$ cat src/rtl/draw_pkg.sv
// Shared types and default geometry for the draw command engine.
package draw_pkg;

  localparam int unsigned FB_W_DEF       = 160;
  localparam int unsigned FB_H_DEF       = 120;
  localparam int unsigned XW_DEF         = 8;
  localparam int unsigned YW_DEF         = 7;
  localparam int unsigned CW_DEF         = 3;
  localparam int unsigned FIFO_DEPTH_DEF = 8;
  localparam int unsigned CMD_W          = 16;
  localparam int unsigned ADDR_W         = $clog2(FB_W_DEF * FB_H_DEF);

  typedef enum logic [1:0] {
    OP_SPAN  = 2'b00,
    OP_RECT  = 2'b01,
    OP_CLEAR = 2'b10,
    OP_NOP   = 2'b11
  } op_e;

  typedef enum logic [2:0] {
    S_IDLE,
    S_ARG1,
    S_ARG2,
    S_SETUP,
    S_DRAW
  } state_e;

endpackage

$ cat src/rtl/draw_cmd_engine_if.sv
// Command write port and framebuffer pixel port of the draw engine.
interface draw_cmd_engine_if #(
  parameter int unsigned AW = draw_pkg::ADDR_W,
  parameter int unsigned CW = draw_pkg::CW_DEF
) ();

  logic          we;
  logic [15:0]   data;
  logic          full;
  logic          overflow;
  logic          busy;
  logic          fb_we;
  logic          fb_ready;
  logic [AW-1:0] fb_addr;
  logic [CW-1:0] fb_data;

  // master: CPU store path plus framebuffer RAM; slave: the engine
  modport master (
    output we, data, fb_ready,
    input  full, overflow, busy, fb_we, fb_addr, fb_data
  );

  modport slave (
    input  we, data, fb_ready,
    output full, overflow, busy, fb_we, fb_addr, fb_data
  );

endinterface

$ cat src/rtl/draw_cmd_fifo.sv
// Synchronous show-ahead FIFO for command words.
module draw_cmd_fifo #(
  parameter int unsigned WIDTH = 16,
  parameter int unsigned DEPTH = 8
) (
  input  logic             clk,
  input  logic             reset,
  input  logic             push_i,
  input  logic [WIDTH-1:0] wr_data_i,
  input  logic             pop_i,
  output logic [WIDTH-1:0] rd_data_o,
  output logic             full_o,
  output logic             empty_o
);

  localparam int unsigned PW   = $clog2(DEPTH);
  localparam int unsigned CNTW = PW + 1;

  logic [WIDTH-1:0] mem_q [DEPTH];
  logic [PW-1:0]    wr_ptr_q, wr_ptr_d;
  logic [PW-1:0]    rd_ptr_q, rd_ptr_d;
  logic [CNTW-1:0]  count_q, count_d;
  logic             push_c, pop_c;

  assign full_o    = (count_q == CNTW'(DEPTH));
  assign empty_o   = (count_q == '0);
  assign push_c    = push_i & ~full_o;
  assign pop_c     = pop_i & ~empty_o;
  assign rd_data_o = mem_q[rd_ptr_q];

  always_comb begin
    wr_ptr_d = wr_ptr_q;
    rd_ptr_d = rd_ptr_q;
    if (push_c) wr_ptr_d = wr_ptr_q + PW'(1);
    if (pop_c)  rd_ptr_d = rd_ptr_q + PW'(1);
    count_d = count_q + CNTW'(push_c) - CNTW'(pop_c);
  end

  always_ff @(posedge clk) begin
    if (reset) begin
      wr_ptr_q <= '0;
      rd_ptr_q <= '0;
      count_q  <= '0;
    end else begin
      wr_ptr_q <= wr_ptr_d;
      rd_ptr_q <= rd_ptr_d;
      count_q  <= count_d;
    end
  end

  // Storage needs no reset: the count alone decides what is valid.
  always_ff @(posedge clk) begin
    if (push_c) mem_q[wr_ptr_q] <= wr_data_i;
  end

endmodule

$ cat src/rtl/draw_cmd_engine.sv
// Draw command engine: fetches span/rect/clear commands from the FIFO,
// sorts and clips them, then streams one pixel write per accepted cycle.
module draw_cmd_engine
  import draw_pkg::*;
#(
  parameter int unsigned FB_W       = FB_W_DEF,
  parameter int unsigned FB_H       = FB_H_DEF,
  parameter int unsigned XW         = XW_DEF,
  parameter int unsigned YW         = YW_DEF,
  parameter int unsigned CW         = CW_DEF,
  parameter int unsigned FIFO_DEPTH = FIFO_DEPTH_DEF
) (
  input  logic              clk,
  input  logic              reset,
  draw_cmd_engine_if.slave  bus
);

  localparam int unsigned AW = $clog2(FB_W * FB_H);

  state_e        state_q, state_d;
  op_e           op_q, op_d;
  logic [CW-1:0] col_q, col_d;
  logic [XW-1:0] x0_q, x0_d, x1_q, x1_d, x_q, x_d;
  logic [YW-1:0] y0_q, y0_d, y1_q, y1_d, y_q, y_d;
  logic [AW-1:0] rowbase_q, rowbase_d;
  logic [AW-1:0] fb_addr_q, fb_addr_d;
  logic [CW-1:0] fb_data_q, fb_data_d;
  logic          fb_we_q, fb_we_d;
  logic          overflow_q, overflow_d;

  logic              full_c, empty_c, pop_c;
  logic [CMD_W-1:0]  fifo_rd;
  logic              unused_rd_c;

  logic [XW-1:0] lo_x_c, hi_x_c;
  logic [YW-1:0] lo_y_c, hi_y_c, y1_raw_c;
  logic [AW-1:0] rowbase_c;
  logic          off_c;

  draw_cmd_fifo #(
    .WIDTH (CMD_W),
    .DEPTH (FIFO_DEPTH)
  ) u_fifo (
    .clk       (clk),
    .reset     (reset),
    .push_i    (bus.we),
    .wr_data_i (bus.data),
    .pop_i     (pop_c),
    .rd_data_o (fifo_rd),
    .full_o    (full_c),
    .empty_o   (empty_c)
  );

  // Pad bits of the command words are ignored.
  assign unused_rd_c = ^fifo_rd;

  assign bus.full     = full_c;
  assign bus.overflow = overflow_q;
  assign bus.busy     = ~empty_c | (state_q != S_IDLE);
  assign bus.fb_we    = fb_we_q;
  assign bus.fb_addr  = fb_addr_q;
  assign bus.fb_data  = fb_data_q;

  // Sorted and clipped extents, consumed only in SETUP.
  always_comb begin
    y1_raw_c = (op_q == OP_RECT) ? y1_q : y0_q;
    lo_x_c   = (x0_q > x1_q) ? x1_q : x0_q;
    hi_x_c   = (x0_q > x1_q) ? x0_q : x1_q;
    lo_y_c   = (y0_q > y1_raw_c) ? y1_raw_c : y0_q;
    hi_y_c   = (y0_q > y1_raw_c) ? y0_q : y1_raw_c;
    if (32'(hi_x_c) > FB_W - 1) hi_x_c = XW'(FB_W - 1);
    if (32'(hi_y_c) > FB_H - 1) hi_y_c = YW'(FB_H - 1);
    if (op_q == OP_CLEAR) begin
      lo_x_c = '0;
      hi_x_c = XW'(FB_W - 1);
      lo_y_c = '0;
      hi_y_c = YW'(FB_H - 1);
    end
    off_c     = (32'(lo_x_c) >= FB_W) || (32'(lo_y_c) >= FB_H);
    rowbase_c = AW'(32'(lo_y_c) * FB_W);
  end

  always_comb begin
    state_d    = state_q;
    op_d       = op_q;
    col_d      = col_q;
    x0_d       = x0_q;
    x1_d       = x1_q;
    x_d        = x_q;
    y0_d       = y0_q;
    y1_d       = y1_q;
    y_d        = y_q;
    rowbase_d  = rowbase_q;
    fb_addr_d  = fb_addr_q;
    fb_data_d  = fb_data_q;
    fb_we_d    = fb_we_q;
    pop_c      = 1'b0;
    overflow_d = overflow_q | (bus.we & full_c);

    unique case (state_q)
      S_IDLE: begin
        if (!empty_c) begin
          pop_c = 1'b1;
          op_d  = op_e'(fifo_rd[15:14]);
          y0_d  = fifo_rd[YW+CW-1:CW];
          col_d = fifo_rd[CW-1:0];
          unique case (op_e'(fifo_rd[15:14]))
            OP_SPAN, OP_RECT: state_d = S_ARG1;
            OP_CLEAR:         state_d = S_SETUP;
            default:          state_d = S_IDLE;
          endcase
        end
      end
      S_ARG1: begin
        if (!empty_c) begin
          pop_c   = 1'b1;
          x0_d    = XW'(fifo_rd[15:8]);
          x1_d    = XW'(fifo_rd[7:0]);
          state_d = (op_q == OP_RECT) ? S_ARG2 : S_SETUP;
        end
      end
      S_ARG2: begin
        if (!empty_c) begin
          pop_c   = 1'b1;
          y1_d    = fifo_rd[YW-1:0];
          state_d = S_SETUP;
        end
      end
      S_SETUP: begin
        if (off_c) begin
          state_d = S_IDLE;
        end else begin
          x0_d      = lo_x_c;
          x1_d      = hi_x_c;
          y1_d      = hi_y_c;
          x_d       = lo_x_c;
          y_d       = lo_y_c;
          rowbase_d = rowbase_c;
          fb_addr_d = rowbase_c + AW'(lo_x_c);
          fb_data_d = col_q;
          fb_we_d   = 1'b1;
          state_d   = S_DRAW;
        end
      end
      S_DRAW: begin
        if (bus.fb_ready) begin
          if (x_q == x1_q) begin
            if (y_q == y1_q) begin
              fb_we_d = 1'b0;
              state_d = S_IDLE;
            end else begin
              x_d       = x0_q;
              y_d       = y_q + YW'(1);
              rowbase_d = rowbase_q + AW'(FB_W);
              fb_addr_d = rowbase_q + AW'(FB_W) + AW'(x0_q);
            end
          end else begin
            x_d       = x_q + XW'(1);
            fb_addr_d = fb_addr_q + AW'(1);
          end
        end
      end
      default: state_d = S_IDLE;
    endcase
  end

  always_ff @(posedge clk) begin
    if (reset) begin
      state_q    <= S_IDLE;
      op_q       <= OP_NOP;
      col_q      <= '0;
      x0_q       <= '0;
      x1_q       <= '0;
      x_q        <= '0;
      y0_q       <= '0;
      y1_q       <= '0;
      y_q        <= '0;
      rowbase_q  <= '0;
      fb_addr_q  <= '0;
      fb_data_q  <= '0;
      fb_we_q    <= 1'b0;
      overflow_q <= 1'b0;
    end else begin
      state_q    <= state_d;
      op_q       <= op_d;
      col_q      <= col_d;
      x0_q       <= x0_d;
      x1_q       <= x1_d;
      x_q        <= x_d;
      y0_q       <= y0_d;
      y1_q       <= y1_d;
      y_q        <= y_d;
      rowbase_q  <= rowbase_d;
      fb_addr_q  <= fb_addr_d;
      fb_data_q  <= fb_data_d;
      fb_we_q    <= fb_we_d;
      overflow_q <= overflow_d;
    end
  end

endmodule

$ cat src/flat_wrapper.sv
// flat-port wrapper written by rule: the top's interface ports become plain ports
module draw_cmd_engine_flat import draw_pkg::*;
#(
  parameter int unsigned FB_W       = FB_W_DEF,
  parameter int unsigned FB_H       = FB_H_DEF,
  parameter int unsigned XW         = XW_DEF,
  parameter int unsigned YW         = YW_DEF,
  parameter int unsigned CW         = CW_DEF,
  parameter int unsigned FIFO_DEPTH = FIFO_DEPTH_DEF
)
  (clk, reset, bus_we, bus_data, bus_fb_ready, bus_full, bus_overflow, bus_busy, bus_fb_we, bus_fb_addr, bus_fb_data);
  draw_cmd_engine_if #(.AW(15), .CW(CW)) bus_i ();
  input  logic clk;
  input  logic reset;
  input wire logic [$bits(bus_i.we)-1:0] bus_we;
  input wire logic [$bits(bus_i.data)-1:0] bus_data;
  input wire logic [$bits(bus_i.fb_ready)-1:0] bus_fb_ready;
  output wire logic [$bits(bus_i.full)-1:0] bus_full;
  output wire logic [$bits(bus_i.overflow)-1:0] bus_overflow;
  output wire logic [$bits(bus_i.busy)-1:0] bus_busy;
  output wire logic [$bits(bus_i.fb_we)-1:0] bus_fb_we;
  output wire logic [$bits(bus_i.fb_addr)-1:0] bus_fb_addr;
  output wire logic [$bits(bus_i.fb_data)-1:0] bus_fb_data;
  assign bus_i.we = bus_we;
  assign bus_i.data = bus_data;
  assign bus_i.fb_ready = bus_fb_ready;
  assign bus_full = bus_i.full;
  assign bus_overflow = bus_i.overflow;
  assign bus_busy = bus_i.busy;
  assign bus_fb_we = bus_i.fb_we;
  assign bus_fb_addr = bus_i.fb_addr;
  assign bus_fb_data = bus_i.fb_data;
  draw_cmd_engine #(.FB_W(FB_W), .FB_H(FB_H), .XW(XW), .YW(YW), .CW(CW), .FIFO_DEPTH(FIFO_DEPTH)) u_core (.clk(clk), .reset(reset), .bus(bus_i));
endmodule
$ cat config.mk
export PLATFORM = sky130hd
export DESIGN_NAME = draw_cmd_engine_flat
export DESIGN_NICKNAME = d
export VERILOG_FILES = /design/src/rtl/draw_pkg.sv /design/src/rtl/draw_cmd_engine_if.sv /design/src/rtl/draw_cmd_fifo.sv /design/src/rtl/draw_cmd_engine.sv /design/src/flat_wrapper.sv
export SDC_FILE = /design/constraint.sdc
export NUM_CORES = 1
export LEC_CHECK = 0
export ABC_AREA = 1
export CAP_MARGIN = 20
export CORE_MARGIN = 1
export CORE_UTILIZATION = 40
export CTS_CLUSTER_DIAMETER = 120
export DETAILED_ROUTE_END_ITERATION = 8
export PLACE_DENSITY_LB_ADDON = 0.3
export SKIP_LAST_GASP = 1
export SYNTH_ARGS = -nofsm -noshare
export SYNTH_HDL_FRONTEND = slang
export SYNTH_SLANG_ARGS = --single-unit
$ cat constraint.sdc
create_clock -name clk -period 8.4 [get_ports clk]
set_clock_uncertainty 0.05 [all_clocks]
set_input_delay 1.68 -clock clk [delete_from_list [all_inputs] [get_ports clk]]
set_output_delay 1.68 -clock clk [all_outputs]
set_load 0.02 [all_outputs]
==> results of run 1 <==
how the worst max path moves through the flow:
stage / start / end / slack [ns] / cells after the start
CTS: u_core.op_q[0] / u_core.bus.fb_addr[14] / 3.99 / 32
finish: u_core.op_q[0] / u_core.bus.fb_addr[14] / 4.00 / 32
floorplan: u_core.op_q[0] / u_core.bus.fb_addr[13] / 4.30 / 30
detailed placement: u_core.op_q[0] / u_core.bus.fb_addr[14] / 4.01 / 32
global placement: u_core.op_q[0] / u_core.bus.fb_addr[14] / 4.11 / 32
global route: u_core.op_q[0] / u_core.bus.fb_addr[14] / 3.51 / 32
sequential cells by signal, indices dropped and copies added (netlist names), named ones only:
name	count
u_core.u_fifo.wr_ptr_q	3
u_core.x0_q	8
u_core.bus.overflow	1
u_core.y_q	7
u_core.bus.fb_data	3
u_core.x_q	8
u_core.bus.fb_we	1
u_core.u_fifo.mem_q	128
u_core.u_fifo.count_q	4
u_core.x1_q	8
u_core.op_q	2
u_core.col_q	3
u_core.bus.fb_addr	15
u_core.u_fifo.rd_ptr_q	3
u_core.state_q	3
u_core.y0_q	7
u_core.rowbase_q	10
u_core.y1_q	7
synthesized netlist by cell type, types with 3 or more instances:
| master | n |
|---|---|
| nand2_1 | 374 |
| nor2_1 | 248 |
| o21ai_0 | 164 |
| inv_1 | 152 |
| edfxtp_1 | 128 |
| dfxtp_1 | 96 |
| nand3_1 | 63 |
| a21oi_1 | 54 |
| clkbuf_1 | 46 |
| ha_1 | 42 |
| o22ai_1 | 28 |
| nand4_1 | 24 |
| xor2_1 | 18 |
| buf_2 | 13 |
| a31oi_1 | 11 |
| inv_2 | 11 |
| nor3_1 | 8 |
| o221ai_1 | 8 |
| or2_2 | 6 |
| nand2_2 | 5 |
| nor2_2 | 5 |
| nand3_2 | 4 |
| xnor2_1 | 4 |
| fa_1 | 3 |
| mux2i_1 | 3 |
| nand2_4 | 3 |
cell type report:
class                           count  area, um2
Clock buffer                       33        686
Clock inverter                     13        138
Fill cell                        3011      16000
Inverter                          165        619
Multi-Input combinational cell   1097       5390
Sequential cell                   224       5770
Tap cell                          390        488
Timing Repair Buffer               60        561
cells in the final DEF, fill, tap and decap left out, drive strengths merged, types with 3 or more instances in the layout:
cell type / n
clkbuf: 33
ha: 42
xnor2: 4
a21oi: 54
o21ai: 166
nor2: 253
nand4: 24
clkdlybuf4s50: 41
mux2i: 3
o221ai: 8
xor2: 18
nand3: 67
clkinv: 10
dfxtp: 96
fa: 3
edfxtp: 128
nand2: 382
inv: 165
or2: 6
a31oi: 11
buf: 19
o22ai: 28
nor3: 9
cell families (layout without fill, tap and decap cells):
kind of cell	count (synthesis)	after routing	synth area share, %
and+or+nand+nor	747	747	25.5
AOI/OAI and AO/OA	280	280	12.6
buffers and inverters	227	271	7.34
DFF	224	224	47.9
adders and majority gates	45	45	4.86
xor gates and xnor gates	22	22	1.60
muxes	3	3	0.249
worst min-delay path, stage by stage, from the launching register on:
cell	delay (ns)
dfxtp_1	0.31
inv_1	0.04
a21oi_1	0.05
layer usage:
metal  GRT usage [%]  up-vias  part of all wire (%)
met5               0        -                     0
met4            5.36        0                   2.3
met3            2.55       47                   4.6
met2            33.6      205                    47
met1            26.2     4680                    46
li1                -     5168                     -
per-stage QoR:
stage	hold slack [ns]	instances	area (um2)	utilization, %	setup WS, ns
finish	0.402	1982	13600	46.0	4.00
global route	0.439	1982	13600	46.0	3.51
CTS	0.408	1981	13600	46.0	3.99
detailed placement	0.399	1935	12800	43.2	4.01
global placement	0.391	1935	12800	43.2	4.11
floorplan	0.383	1548	12000	-	4.30
==> results.py, run 1 <==
metrics = {
    "run_status": {
        "outcome": "finished, final reports clean",
    },
    "clocking": {
        "cts_hold_repair.buffers": 0,
        "tritoncts": "done",
        "clock_path_buffers": 3,
        "clk_pin_slew_ns": 0.06,
        "cts_max_level": 1,
        "cts_root_buffer_type": "clkbuf_16",
        "clock_insertion_delay_worst_skew_ns": 0.55,
        "clkSinkCount": 224,
        "cts_resized": 0,
        "cts_setup_buffers": 0,
        "cts-buffers-inserted": 25,
    },
    "sta": {
        "worst-slew-pin-transition_ns": 0.906,
        "timing.setup.tns_ns": 0,
        "grt_setup_unrepaired": "no",
        "maxSlewHeadroom_pct": 38.9,
        "setup_viol": 0,
        "slew_viol_final": 0,
        "fmax_ghz": 0.227,
        "fin_crit_ns": 4.40,
        "period_share_pct": 52.4,
        "final_hold_viol_count": 0,
    },
    "die": {
        "coreArea_um2": 29600,
        "die_area_um2": 30800,
        "design.portCount": 42,
        "floorplan.die.width_um": 175,
        "die_y_um": 175,
        "row_count": 63,
        "starting_utilization_of_the_core_area_pct": 40.6,
    },
    "worst_setup_path": {
        "worst-path-max-fanout": 17,
        "crit_required_ns": 8.83,
        "critical_path.startpoint_type": "flop",
        "cp_common_cell": "nand2_1",
        "crit_type": "reg -> reg",
        "setup.reg_to_reg.worst_slack_ns": 4.00,
        "cpPeakStageDelay_ns": 0.45,
        "critical_path.n_buffers_inverters": 6,
        "regToRegStartpoint": "u_core.op_q[0]",
        "worst_ep_arrival_time_ns": 4.83,
        "slowest_stage": "fa_1",
        "critPathTopFamily": "simple AND/OR/NAND/NOR gates",
        "r2r-end": "u_core.bus.fb_addr[14]",
        "nature_of_the_critical_path_endpoint": "flop",
        "worstRegToRegCells": 32,
    },
    "grt": {
        "grt_overflow": 0,
        "grt_max_degree": 75,
        "grt_pass1_wl_um": 48800,
        "via_count_of_the_first_global_routing_pass": 9334,
        "antenna_found_initial": 0,
        "grt_util_all_layers_pct": 19.7,
    },
    "yosys": {
        "synth_warnings": 0,
        "synth_enable_flop_cells": 128,
        "post_synth_inst_count": 1548,
        "synthFlopType": "edfxtp_1",
        "synth_area_um2": 12000,
        "synth.yosys.seq_area_share_pct": 47.9,
        "synth_nets": 1613,
        "synth_top_cell_by_area": "edfxtp_1",
        "synth_seq_cells": 224,
        "synth.avg_cell_area_um2": 7.78,
        "synth.top_cells.by_area": "edfxtp_1, dfxtp_1, nand2_1",
        "synth.lib_cells_used.distinct": 45,
        "ys_async_sr_fraction_pct": 0,
        "yosysTopAreaCellShare_pct": 31.9,
    },
    "drt": {
        "routed_wire_length_per_instance_um": 15.2,
        "detailedRoute.firstIterationViolations": 820,
        "drt_first_pass_iters": 5,
        "vias": 10100,
        "drc": 0,
        "antenna_violating_nets_post_route": 0,
        "post_dr_vias_cell": 5.10,
        "wl_um": 30200,
    },
    "cells_and_area": {
        "syn_to_final_growth_pct": 13.4,
        "diodes": 0,
        "finalNetCount": 1638,
        "drive_above_1_share_pct": 5.97,
    },
    "min_path": {
        "worstHoldPathCells": 2,
        "whs_endpoint": "u_core.bus.overflow",
        "class_of_the_tightest_hold_or_removal_check": "reg -> reg",
        "hold_path_startpoint": "u_core.bus.overflow",
    },
    "flow_run": {
        "maxCapViolCount": 0,
    },
    "place": {
        "hpwlAfterDp_um": 20000,
        "place.gp.congestion": 0.846,
        "portBuffers": 41,
    },
}
Power of run 1 is not shown: default switching activity piles up to over one toggle a cycle in this logic, so the estimate is an artifact.
==> run 2, diff against run 1 <==
==> constraint.sdc (replaced) <==
create_clock -name clk -period 4.6 [get_ports clk]
set_clock_uncertainty 0.05 [all_clocks]
set_input_delay 0.92 -clock clk [delete_from_list [all_inputs] [get_ports clk]]
set_output_delay 0.92 -clock clk [all_outputs]
set_load 0.02 [all_outputs]
==> run 2 against run 1 <==
  * Register-to-register slack lost 3.6 ns
  * Via count about the same
  * Design area stayed put
  * Hold slack better by 0.0033 ns
  * Fmax grew 4.1%
  * Critical path depth decreased by 5
  * Die area stayed put
  * Critical endpoint is now u_core.bus.fb_addr[13]
==> results.py, run 2 (synthesis gave the netlist of run 1 again) <==
metrics = {
    "run_status": {
        "outcome": "finished, final reports clean",
    },
    "drt": {
        "drt_first_pass_iters": 5,
        "post_dr_vias_cell": 5.08,
        "wl_um": 29800,
        "detailedRoute.firstIterationViolations": 792,
        "routed_wire_length_per_instance_um": 15.0,
        "vias": 10100,
        "drc": 0,
        "antenna_violating_nets_post_route": 0,
    },
    "clocking": {
        "clk_pin_slew_ns": 0.06,
        "clkSinkCount": 224,
        "cts_max_level": 1,
        "cts-buffers-inserted": 24,
        "clock_path_buffers": 3,
        "clock_insertion_delay_worst_skew_ns": 0.54,
        "cts_root_buffer_type": "clkbuf_16",
        "tritoncts": "done",
        "cts_hold_repair.buffers": 0,
    },
    "worst_setup_path": {
        "setup.reg_to_reg.worst_slack_ns": 0.38,
        "crit_required_ns": 4.97,
        "r2r-end": "u_core.bus.fb_addr[13]",
        "cpPeakStageDelay_ns": 0.40,
        "critical_path.startpoint_type": "flop",
        "slowest_stage": "fa_1",
        "cp_common_cell": "inv_1",
        "worst-path-max-fanout": 15,
        "crit_type": "reg -> reg",
        "nature_of_the_critical_path_endpoint": "flop",
        "regToRegStartpoint": "u_core.op_q[1]",
        "worst_ep_arrival_time_ns": 4.60,
        "worstRegToRegCells": 27,
    },
    "place": {
        "portBuffers": 41,
        "place.gp.congestion": 0.864,
        "hpwlAfterDp_um": 19900,
        "post_dp_cell_area_um2": 12800,
    },
    "die": {
        "design.portCount": 42,
        "die_y_um": 175,
        "row_count": 63,
        "floorplan.die.width_um": 175,
        "die_area_um2": 30800,
        "coreArea_um2": 29600,
        "starting_utilization_of_the_core_area_pct": 40.6,
    },
    "grt": {
        "grt_util_all_layers_pct": 19.6,
        "grt_overflow": 0,
        "antenna_found_initial": 0,
        "grt_pass1_wl_um": 48200,
        "via_count_of_the_first_global_routing_pass": 9395,
        "grt_max_degree": 65,
    },
    "cells_and_area": {
        "diodes": 0,
        "area.sequential_um2": 5770,
        "syn_to_final_growth_pct": 13.4,
        "top_library_cells_by_usage_in_the_layout_fill_and_taps_aside": "nand2_1, nor2_1, o21ai_0, inv_1, edfxtp_1",
        "largest_register_ffs": 128,
        "finalNetCount": 1643,
        "drive_above_1_share_pct": 6.45,
        "largest_register": "u_core.u_fifo.mem_q",
        "fillerInstances": 2967,
        "final_common_cell": "nand2_1",
        "final_cell_area_um2": 13600,
        "area_used_by_multi_input_combinational_logic_um2": 5420,
    },
    "sta": {
        "hold_slack_ns": 0.405,
        "fmax_ghz": 0.237,
        "fin_crit_ns": 4.22,
        "worst-slew-pin-transition_ns": 0.972,
        "final_hold_viol_count": 0,
        "setup_viol": 0,
        "period_share_pct": 91.8,
        "maxSlewHeadroom_pct": 35.1,
        "timing.setup.tns_ns": 0,
        "slew_viol_final": 0,
    },
    "flow_run": {
        "maxCapViolCount": 0,
    },
    "min_path": {
        "worstHoldPathCells": 2,
        "hold_path_startpoint": "u_core.bus.overflow",
        "class_of_the_tightest_hold_or_removal_check": "reg -> reg",
        "whs_endpoint": "u_core.bus.overflow",
    },
}
-- run 2: worst max path at each step --
stage | start | endpoint | slack [ns]
6_report | u_core.op_q[1] | u_core.bus.fb_addr[13] | 0.38
5_1_grt | u_core.op_q[1] | u_core.bus.fb_addr[14] | -0.02
4_1_cts | u_core.op_q[0] | u_core.bus.fb_addr[14] | 0.20
3_5_place_dp | u_core.op_q[0] | u_core.bus.fb_addr[14] | 0.23
3_3_place_gp | u_core.op_q[0] | u_core.bus.fb_addr[14] | 0.33
2_1_floorplan | u_core.op_q[0] | u_core.bus.fb_addr[13] | 0.50
-- run 2: stage by stage --
| step | util (%) | std cells | worst slack (ns) |
|---|---|---|---|
| final | 46.0 | 1986 | 0.376 |
| after global placement | 43.3 | 1938 | 0.331 |
| after global routing | 46.0 | 1986 | -0.0163 |
| after CTS | 45.8 | 1982 | 0.195 |
| after floorplan | - | 1548 | 0.497 |
| after detailed placement | 43.3 | 1938 | 0.229 |
-- run 2: per-layer routing --
| metal | share of wire, % | global-route usage (%) |
|---|---|---|
| met1 | 45 | 25.6 |
| met2 | 47 | 33.1 |
| met3 | 5.2 | 2.79 |
| met4 | 2.9 | 6.74 |
| met5 | 0 | 0 |
-- run 2: area by class of cell --
class | count | area share, %
clock buffers | 27 | 4.48
inverters | 165 | 4.54
clock inverters | 17 | 0.834
multi-input cells | 1097 | 39.7
repair buffers | 66 | 4.57
flip-flops and latches | 224 | 42.3
well taps | 390 | 3.58
-- run 2: worst max-delay path, delay by kind of cell (launching register included) --
| kind | cells | cell delay [ns] |
|---|---|---|
| AOI/OAI and AO/OA | 1 | 0.24 |
| and+or+nand+nor | 15 | 1.79 |
| buffers and inverters | 6 | 0.52 |
| adders and majority gates | 4 | 0.98 |
| xor gates and xnor gates | 1 | 0.20 |
| DFF | 1 | 0.32 |
-- run 2: what timing repair did --
item | in CTS | in global routing
hold endpoints to repair | 0 | 0
buffers inserted | 0 | 3
resized for setup | 0 | 9
endpoints found under the setup margin | 0 | 5
Power of run 2 is left out for the same reason.
==> run 3, diff against run 2 <==
--- a/config.mk
+++ b/config.mk
@@ -8,7 +8,7 @@
 export ABC_AREA = 1
 export CAP_MARGIN = 20
 export CORE_MARGIN = 1
-export CORE_UTILIZATION = 40
+export CORE_UTILIZATION = 50
 export CTS_CLUSTER_DIAMETER = 120
 export DETAILED_ROUTE_END_ITERATION = 8
 export PLACE_DENSITY_LB_ADDON = 0.3
==> run 3 against run 2 <==
  * Register-to-register slack better by 0.04 ns
  * Flip-flop and latch count unchanged
  * Hold slack worse by 0.0026 ns
  * Critical endpoint unchanged
  * Largest cell class unchanged
==> results.py, run 3 (synthesis gave the netlist of run 1 again) <==
metrics = {
    "run_status": {
        "outcome": "finished, final reports clean",
    },
    "clocking": {
        "cts-buffers-inserted": 25,
        "clock_insertion_delay_worst_skew_ns": 0.54,
        "clk_pin_slew_ns": 0.06,
        "cts_max_level": 1,
        "clock_path_buffers": 3,
        "clkSinkCount": 224,
        "cts_root_buffer_type": "clkbuf_16",
        "tritoncts": "done",
    },
    "grt": {
        "grt_overflow": 0,
        "grt_pass1_wl_um": 47500,
        "antenna_found_initial": 0,
        "grt_max_degree": 65,
        "via_count_of_the_first_global_routing_pass": 9478,
        "grt_util_all_layers_pct": 24.5,
    },
    "die": {
        "coreArea_um2": 23500,
        "row_count": 56,
        "die_area_um2": 24700,
        "starting_utilization_of_the_core_area_pct": 51.1,
        "design.portCount": 42,
        "floorplan.die.width_um": 157,
        "die_y_um": 157,
    },
    "min_path": {
        "hold_path_startpoint": "u_core.bus.overflow",
        "worstHoldPathCells": 2,
        "class_of_the_tightest_hold_or_removal_check": "reg -> reg",
        "whs_endpoint": "u_core.bus.overflow",
    },
    "place": {
        "portBuffers": 41,
        "place.gp.congestion": 0.913,
        "hpwlAfterDp_um": 19800,
    },
    "worst_setup_path": {
        "crit_required_ns": 4.98,
        "critical_path.startpoint_type": "flop",
        "crit_type": "reg -> reg",
        "regToRegStartpoint": "u_core.op_q[1]",
        "setup.reg_to_reg.worst_slack_ns": 0.42,
        "nature_of_the_critical_path_endpoint": "flop",
        "worst-path-max-fanout": 17,
        "worst_ep_arrival_time_ns": 4.56,
        "r2r-end": "u_core.bus.fb_addr[13]",
        "worstRegToRegCells": 27,
    },
    "drt": {
        "antenna_violating_nets_post_route": 0,
        "routed_wire_length_per_instance_um": 15.5,
        "wl_um": 29800,
        "drc": 0,
        "detailedRoute.firstIterationViolations": 850,
        "drt_first_pass_iters": 5,
        "vias": 10200,
        "post_dr_vias_cell": 5.31,
    },
    "sta": {
        "maxSlewHeadroom_pct": 48.4,
        "grt_setup_unrepaired": "no",
        "fmax_ghz": 0.239,
        "setup_viol": 0,
        "period_share_pct": 91.0,
        "final_hold_viol_count": 0,
        "slew_viol_final": 0,
        "timing.setup.tns_ns": 0,
        "worst-slew-pin-transition_ns": 0.753,
        "fin_crit_ns": 4.18,
    },
    "cells_and_area": {
        "final_common_cell": "nand2_1",
        "syn_to_final_growth_pct": 13.3,
        "finalNetCount": 1644,
        "fillerInstances": 2138,
        "diodes": 0,
        "top_library_cells_by_usage_in_the_layout_fill_and_taps_aside": "nand2_1, nor2_1, o21ai_0, inv_1, edfxtp_1",
        "largest_register": "u_core.u_fifo.mem_q",
        "drive_above_1_share_pct": 6.64,
        "largest_register_ffs": 128,
    },
    "flow_run": {
        "maxCapViolCount": 0,
    },
}
run 3: how the worst max path moves through the flow:
| stage | depth (start not counted) | endpoint | start |
|---|---|---|---|
| after floorplan | 30 | u_core.bus.fb_addr[13] | u_core.op_q[0] |
| after global placement | 32 | u_core.bus.fb_addr[14] | u_core.op_q[0] |
| after detailed placement | 32 | u_core.bus.fb_addr[14] | u_core.op_q[0] |
| after CTS | 32 | u_core.bus.fb_addr[14] | u_core.op_q[0] |
| after global routing | 33 | u_core.bus.fb_addr[14] | u_core.op_q[1] |
| final | 27 | u_core.bus.fb_addr[13] | u_core.op_q[1] |
run 3: per-stage QoR:
step	setup WS, ns	hold WS (ns)	cells	utilization, %	instance area, um2
after floorplan	0.497	0.383	1548	-	12000
after detailed placement	0.195	0.393	1867	54.2	12800
after global placement	0.351	0.387	1867	54.2	12800
after CTS	0.168	0.403	1912	57.6	13600
after global routing	0.00667	0.433	1916	57.9	13600
final	0.416	0.402	1916	57.9	13600
run 3: timing repair:
action | in CTS | in global routing
endpoints found under the hold margin | 0 | 0
resized for setup | 0 | 14
setup buffers | 0 | 4
hold buffers | 0 | 0
endpoints found under the setup margin | 0 | 6
run 3: worst max-delay path: stages (launching register included):
cell and delay [ns]:
dfxtp_2 0.32, inv_2 0.10, nand2_8 0.10, a21oi_1 0.31, ha_1 0.31, nand2_1 0.09
inv_1 0.04, nand2_1 0.05, nand2_1 0.06, nand2_2 0.10, nand2_4 0.10, nand2_8 0.12
nor2_1 0.05, or3_1 0.35, inv_1 0.09, ha_1 0.15, ha_1 0.13, inv_1 0.06
fa_1 0.43, xnor2_1 0.21, inv_1 0.09, nor2_1 0.18, nand3_1 0.12, nand3b_1 0.17
nand3_1 0.08, nand2_1 0.05, nor2_1 0.08, nor2_1 0.07
run 3: per-layer routing:
layer  global-route usage [%]  wire (um)
met5                        0          0
met4                     6.75        633
met3                     3.91       1610
met2                     43.4      14500
met1                     30.8      13100
run 3: layout make-up:
type                    instances  area [um2]  area share (%)
clock buffers                  30         644            4.73
clock inverters                15         158            1.16
inverters                     165         619            4.54
multi-input cells            1097        5430            39.8
flip-flops and latches        224        5770            42.3
well taps                     319         399            2.93
repair buffers                 66         611            4.48
Power of run 3 is left out for the same reason.
==> patch: new RTL, flow settings as in run 2 <==
Set the package constant `CW_DEF` to 2 (it was 3).
--- a/src/rtl/draw_pkg.sv
+++ b/src/rtl/draw_pkg.sv
@@ -5,7 +5,7 @@
   localparam int unsigned FB_H_DEF       = 120;
   localparam int unsigned XW_DEF         = 8;
   localparam int unsigned YW_DEF         = 7;
-  localparam int unsigned CW_DEF         = 3;
+  localparam int unsigned CW_DEF         = 2;
   localparam int unsigned FIFO_DEPTH_DEF = 8;
   localparam int unsigned CMD_W          = 16;
   localparam int unsigned ADDR_W         = $clog2(FB_W_DEF * FB_H_DEF);
Interface: changed (resized bus_fb_data); port bits go from 42 to 41. The function was not compared with the original's and may differ.
==> patch against run 2 <==
Sequential cell count decreased by 2; routed wire length decreased by 3.4%; setup slack improved by 0.033 ns; final area decreased by 2.2%; area after synthesis decreased by 2.4%; critical endpoint is now u_core.bus.fb_addr[12].
Power is not shown: default switching activity piles up to over one toggle a cycle in this logic, so the estimate is an artifact.
==> patch: results (changes against run 2) <==
Route
  – Initial detailed-routing violation count: 649 (-18%)
  – Post-route ant nets: 0 (unchanged)
  – Total iterations of the first detailed-routing run: 5 (unchanged)
  – Final wirelength: 28,840 um (-3.4%)
  – Vias per cell: 5.133 (+1.0%)

Critical path
  – Critical path peak fanout: 17 (+2)
  – CP max-delay cell: fa_2
  – Slowest stage delay, CP: 0.39 ns
  – Crit path arrival time: 4.61 ns (about the same)

Cells and area
  – Fin cells: 1,862 (-6.2%)
  – Largest register FFs: 128 (unchanged)
  – Reg with most FFs: u_core.u_fifo.mem_q
  – Final Net Count: 1,525 (-7.2%)
  – Share of cells above drive strength 1: 7.645% (+1.2 points)
  – Antenna Cells: 0 (unchanged)

Placed design
  – IO Port Bufs: 40 (-2.4%)
  – Post-Place Setup Slack: 0.2465 ns (+0.01751 ns)
  – Gpl congestion: 0.8524 (-1.4%)
  – Placed Cells: 1,813 (-6.4%)
  – Post-DP HPWL: 19,340 um (-2.6%)

Global route
  – Global Route Usage Sum: 19.13% (-0.42 points)
  – First-pass GRT wire length: 46,740 um (-3.1%)
  – Vias in the first global route: 9,028 (-3.9%)
  – Pin count of the biggest net entering global routing: 65 (unchanged)

Clock tree
  – Clock Root Buffer: clkbuf_16
  – Num CTS Buffers: 24 (unchanged)
  – Clk_lat worst skew: 0.54 ns (about the same)
  – Worst-path clk slew: 0.06 ns (about the same)
  – H-tree depth: 1 (unchanged)

Yosys
  – Synth top cells by count: 271 x nand2_1, 221 x nor2_1, 204 x o21ai_0
  – Compound-cell area share of the yosys netlist: 15.58% (+3.0 points)
  – Xor and xnor fraction of the mapped netlist area: 2.460% (+0.86 points)
  – Yosys cell types: 46 (+2.2%)
  – Mux contribution to synthesized area: 0.1704% (-0.079 points)
  – Instance count of the mapped netlist: 1,432 (-7.5%)
  – Syn nets: 1,497 (-7.2%)
  – Top area cells in the synthesized netlist: edfxtp_1 33%, dfxtp_1 16%, o21ai_0 8.7%, nand2_1 8.7%, nor2_1 7.1%
  – Sequential fraction of the synthesis area: 48.72% (+0.82 points)
  – Adder-Cell Fraction of Synth Area: 4.983% (+0.12 points)
  – Post-synth ARST share: 0% (unchanged)

Worst hold path
  – HP Class: flip-flop to flip-flop

Run status
  – Status: completed

Timing
  – Slew headroom: 44.30% (+9.2 points)
[patch: layout make-up]
cell class                 count  area, um2
clock buffer                  31      636.9
tap                          384      480.5
sequential                   222       5728
clock inverter                13      143.9
timing repair buffer          64      593.1
fill                        2786      15430
multi-input combinational   1016       5269
inverter                     132      498.0
[patch: per-stage QoR]
| step | cell area [um2] | utilization, % |
|---|---|---|
| floorplan | 11750 | - |
| detailed placement | 12470 | 43.34 |
| global route | 13350 | 46.38 |
| finish | 13350 | 46.38 |
| global placement | 12470 | 43.34 |
| CTS | 13260 | 46.06 |
[patch: routing by layer]
layer | part of all wire, % | track usage, % | vias up | wire, um
met5 | 0 | 0 | - | 0
met1 | 47 | 25.39 | 4459 | 13460
met3 | 3.4 | 2.346 | 57 | 971
li1 | - | - | 4881 | -
met2 | 47 | 32.28 | 161 | 13510
met4 | 3.1 | 6.416 | 0 | 891
[patch: critical path, delay by kind of cell (launching register included)]
family,cells,cell delay [ns]
flops,1,0.34
xor+xnor,1,0.26
buf+inv,6,0.48
fa+ha+maj,4,1.16
compound gates,5,0.68
simple gates,13,1.14
[patch: path summary, 6_finish.rpt]
| kind | to | start | slack, ns | cells past startpoint |
|---|---|---|---|---|
| max | u_core.bus.fb_addr[12] | u_core.op_q[1] | 0.41 | 29 |
| min | u_core.bus.overflow | u_core.bus.overflow | 0.40 | 2 |
| max reg2reg | u_core.bus.fb_addr[12] | u_core.op_q[1] | 0.41 | 29 |
| min reg2reg | u_core.bus.overflow | u_core.bus.overflow | 0.40 | 2 |
[patch: timing repair]
item / in CTS / in global routing
resized for setup: 0 / 11
setup buffers: 0 / 4
hold endpoints to repair: 0 / 0
setup endpoints to repair: 0 / 7
